**src/rtl/control_numarator.sv**
```systemverilog
// control_numarator: start/stop/hold counter with one-shot or auto-reload terminal count
module control_numarator #(
  parameter int WIDTH = 8
) (
  input  logic             CLK,
  input  logic             RST_N,
  input  logic             start,
  input  logic             stop,
  input  logic             hold,
  input  logic             load_en,
  input  logic [WIDTH-1:0] load_val,
  input  logic [WIDTH-1:0] limit,
  input  logic             auto_reload,
  output logic [WIDTH-1:0] q,
  output logic [1:0]       state,
  output logic             busy,
  output logic             done,
  output logic [7:0]       reload_cnt
);
  typedef enum logic [1:0] {IDLE = 2'd0, RUN = 2'd1, HOLD = 2'd2, DONE = 2'd3} state_t;
  state_t           state_q, state_d;
  logic [WIDTH-1:0] cnt_q, cnt_d, limit_q, limit_d;
  logic             mode_q, mode_d, done_q, done_d;
  logic [7:0]       rel_q, rel_d;
  logic             at_limit;
  assign at_limit = cnt_q == limit_q;
  always_comb begin
    state_d = state_q;
    cnt_d   = cnt_q;
    limit_d = limit_q;
    mode_d  = mode_q;
    rel_d   = rel_q;
    done_d  = 1'b0;
    if (stop) begin
      state_d = IDLE;
    end else if (start) begin
      state_d = RUN;
      cnt_d   = '0;
      rel_d   = '0;
      limit_d = limit;
      mode_d  = auto_reload;
    end else if (state_q == IDLE || state_q == DONE) begin
      cnt_d = load_en ? load_val : cnt_q;
    end else if (state_q == HOLD) begin
      state_d = hold ? HOLD : RUN;
    end else if (hold) begin
      state_d = HOLD;
    end else if (at_limit) begin
      // Terminal count: wrap and tally in auto-reload, park in DONE otherwise
      done_d  = 1'b1;
      state_d = mode_q ? RUN : DONE;
      cnt_d   = mode_q ? '0 : cnt_q;
      rel_d   = (mode_q && rel_q != 8'hFF) ? rel_q + 8'd1 : rel_q;
    end else begin
      cnt_d = cnt_q + WIDTH'(1);
    end
  end
  always_ff @(posedge CLK) begin
    if (!RST_N) begin
      state_q <= IDLE;
      cnt_q   <= '0;
      limit_q <= '0;
      mode_q  <= 1'b0;
      done_q  <= 1'b0;
      rel_q   <= '0;
    end else begin
      state_q <= state_d;
      cnt_q   <= cnt_d;
      limit_q <= limit_d;
      mode_q  <= mode_d;
      done_q  <= done_d;
      rel_q   <= rel_d;
    end
  end
  assign q          = cnt_q;
  assign state      = state_q;
  assign busy       = state_q == RUN || state_q == HOLD;
  assign done       = done_q;
  assign reload_cnt = rel_q;
endmodule
```
**config.mk**
```make
export PLATFORM = sky130hd
export DESIGN_NAME = control_numarator
export DESIGN_NICKNAME = d
export VERILOG_FILES = /design/src/rtl/control_numarator.sv
export SDC_FILE = /design/constraint.sdc
export NUM_CORES = 1
export LEC_CHECK = 0
export ABC_CLOCK_PERIOD_IN_PS = 2400
export CORE_MARGIN = 2
export CORE_UTILIZATION = 48
export DETAILED_ROUTE_END_ITERATION = 6
export PLACE_DENSITY = 0.81
export SYNTH_ARGS = -nofsm -noshare
export SYNTH_HDL_FRONTEND = slang
export SYNTH_SLANG_ARGS = --single-unit
```
**constraint.sdc**
```tcl
create_clock -name CLK -period 2.4 [get_ports CLK]
set_clock_uncertainty 0.15 [all_clocks]
set_input_delay 0.48 -clock CLK [delete_from_list [all_inputs] [get_ports CLK]]
set_output_delay 0.48 -clock CLK [all_outputs]
set_load 0.01 [all_outputs]
```
==> metrics.csv <==
stage,metric,value,unit
cts,clock-pin slew on the worst setup and hold paths,160,ps
logic_synthesis,Syn. warnings,0,
critical_path,Setup crit end,q[2]$_SDFFE_PN0P_,
placed_design,Final Wtd Congestion,0.876,
cts,Post-CTS Setup Inserts,0,
cts,root buffer cell,clkbuf_4,
final_layout,Final Util,69.3,%
cts,CTS buffer count,3,
logic_synthesis,#FFs+latches synth,28,
pwr,power per cell area,437,nW/µm²
logic_synthesis,Mapped Area,1620,µm²
cts,Max Buffers Root-to-Sink,2,
sta,setup violators final,0,
job,max_cap viols,0,
detailed_routing,Final Routed Wirelength,3880,µm
logic_synthesis,"Top FF cell, synth",dfxtp_1,
final_layout,ant diodes,0,
pwr,Pwr Total,0.000995,W
global_route,vias in the first global route,1545,
final_layout,Nets,288,
critical_path,Crit Path Max Fanout,7,
critical_path,Max stage delay on crit path,410,ps
sta,Peak Freq,442,MHz
detailed_routing,Post-DRT Antenna Nets,0,
sta,crit path time final,2260,ps
sta,RSZ-0062 raised after global routing,no,
floorplan,Placeable Area,3280,µm²
global_route,total gr overflow,0,
cts,Clock Sinks,28,
final_layout,share of cells above drive strength 1,13.5,%
detailed_routing,DR vias,1619,
detailed_routing,vias per cell,5.29,
critical_path,Crit. End Element,flop,
worst_hold_path,number of cells on the worst hold path,2,
sta,Fin. Hold Viols,0,
placed_design,Post-DP HPWL,3050,µm
critical_path,FF-to-FF Start,state[0]$_SDFFE_PP0P_,
cts,Clock Latency Late Sink,330,ps
detailed_routing,# DRC,0,
critical_path,critical-path cell list,inv_1 > ha_2 > or3_1 > a211o_1 > a2111oi_0 > a211oi_1 > nand2_1,
cts,htree depth,1,
detailed_routing,1st-iter DRT viols,39,
run_status,status,finished clean,
sta,Min Hold Slack,345,ps
critical_path,worst reg2reg path endpoint,q[2]$_SDFFE_PN0P_,
detailed_routing,routed len/inst,12.7,µm
logic_synthesis,register area share after synthesis,34.6,%
final_layout,Syn-to-layout area delta,40.4,%
critical_path,Worst EP arrival,2400,ps
sta,Slew @ Worst Pin,461,ps
global_route,Tot GR Track Use,21.0,%
sta,setup TNS,0,ps
pwr,P_leak,0.912,nW
logic_synthesis,Yosys cell types,42,
floorplan,die area,3860,µm²
floorplan,Die Y-Extent,62.1,µm
logic_synthesis,syn_nets,228,
cts,CTS Hold Bufs,0,
logic_synthesis,Syn Area/Cell,8.07,µm²
placed_design,Port Buffers,42,
critical_path,CP Launch Type,flop,
sta,Slew Limit Fails,0,
critical_path,Setup CP Type,flop to flop,
critical_path,Critical Path Source,state[0]$_SDFFE_PP0P_,
detailed_routing,drt first pass iters,4,
global_route,largest net degree at the start of global routing,17,
critical_path,Worst path slowest cell,or3_1,
cts,CTS tree,done,
critical_path,Reg2Reg Depth,7,
sta,Max-slew headroom,69.0,%
critical_path,worst path required time,2540,ps
floorplan,initial core utilization,49.4,%
pwr,peak supply drop,0.000323,V
final_layout,FILL cells,282,
global_route,global-route wire length before repair,6680,µm
global_route,initial antenna violation count,0,
sta,period utilisation layout,94.2,%
logic_synthesis,"EDFF count, synth",0,
critical_path,worst reg2reg setup slack,140,ps
worst_hold_path,hold crit path type,flop to flop,
floorplan,die span in x,62.1,µm
logic_synthesis,"Async S/R FF share, synth",0,%
logic_synthesis,Post-Syn Instances,201,
floorplan,num ports,43,
floorplan,row count,21,
## routing by layer
metal	GRT usage, %	vias up	share of wire, %	wire length [µm]
li1	-	839	-	-
met1	24.3	735	45	1740
met2	39.4	39	49	1910
met3	2.72	6	4.7	183
met4	7.50	0	1.3	50
met5	0	-	0	0
## stage by stage
step	worst slack [ps]	cell area (µm²)	instances
after CTS	14.2	2270	306
after global routing	21.0	2280	306
final	139	2280	306
after detailed placement	-62.2	2220	302
after global placement	-14.4	2220	302
after floorplan	114	1620	201
## critical path: cells and delay by family, from the launching register on
kind	cells	cell delay, ps
AO/OA/AOI/OAI	3	840
adder cells (fa/ha/maj)	1	320
buffers and inverters	1	50
flip-flops	1	380
AND/OR/NAND/NOR	2	480
## cells by family (layout without fill, tap and decap cells)
group / Yosys count / after routing / share of synthesized area [%]
flip-flops: 28 / 28 / 34.6
XOR/XNOR: 9 / 9 / 4.86
AND/OR/NAND/NOR: 95 / 95 / 32.6
adder cells (fa/ha/maj): 4 / 4 / 3.09
AO/OA/AOI/OAI: 43 / 43 / 18.5
multiplexers: 2 / 2 / 1.31
buffers and inverters: 20 / 79 / 5.09
## repair_timing
| item | CTS | global route |
|---|---|---|
| setup endpoints to repair | 1 | 1 |
| pin swaps | 0 | 0 |
| cloned | 0 | 0 |
| gates resized for setup | 4 | 1 |
| endpoints found under the hold margin | 0 | 0 |
## layout by cell type (no fill, tap or decap), types with 5 or more instances in the layout
master / count
a21boi_0: 10
and2_1: 5
and3_1: 6
buf_4: 20
clkdlybuf4s50_1: 41
dfxtp_1: 26
inv_1: 12
nand2_1: 31
nand2b_1: 5
nand3_1: 13
nor2_1: 8
nor3_1: 6
o211ai_1: 7
o21ai_0: 5
xor2_1: 8
## state kept, by name, summed over array words and instances, names as in the netlist
register	flops
done	1
limit_q	8
mode_q	1
q	8
reload_cnt	8
state	2
## worst min-delay path by stage
stage | start | endpoint | slack [ps]
CTS | limit_q[6]$_SDFFE_PN0P_ | limit_q[6]$_SDFFE_PN0P_ | 350
detailed placement | limit_q[6]$_SDFFE_PN0P_ | limit_q[6]$_SDFFE_PN0P_ | 330
global placement | limit_q[4]$_SDFFE_PN0P_ | limit_q[4]$_SDFFE_PN0P_ | 320
finish | limit_q[6]$_SDFFE_PN0P_ | limit_q[6]$_SDFFE_PN0P_ | 350
floorplan | limit_q[4]$_SDFFE_PN0P_ | limit_q[4]$_SDFFE_PN0P_ | 310
global route | limit_q[1]$_SDFFE_PN0P_ | limit_q[1]$_SDFFE_PN0P_ | 370
## cell type report
class	count	area, µm²	share of cell area, %
multi-input cells	153	981	43.1
repair buffers	62	573	25.2
flip-flops and latches	28	563	24.7
well taps	46	57.6	2.53
inverters	13	48.8	2.14
clock inverters	1	30.0	1.32
clock buffers	3	22.5	0.990
## power breakdown
group / switching (W) / internal (W) / leakage (nW)
registers: 0.0000117 / 0.000478 / 0.228
clock network: 0.000146 / 0.000169 / 0.0279
logic: 0.0000899 / 0.000100 / 0.656
total: 0.000248 / 0.000747 / 0.912
## Yosys cell counts (all sizes together) (4+ instances only)
cell type | n | area, µm²
nor2 | 8 | 30.0
inv | 13 | 48.8
o21ai | 6 | 30.0
ha | 4 | 50.1
nor3 | 6 | 30.0
nand2 | 32 | 123
dfxtp | 28 | 561
nand3 | 13 | 65.1
nand4 | 4 | 31.3
and3 | 6 | 37.5
a21boi | 11 | 82.6
xor2 | 8 | 70.1
o211ai | 7 | 52.6
clkbuf | 6 | 22.5
nand2b | 5 | 31.3
and2 | 5 | 31.3
Power figures use the tool's default switching activity.
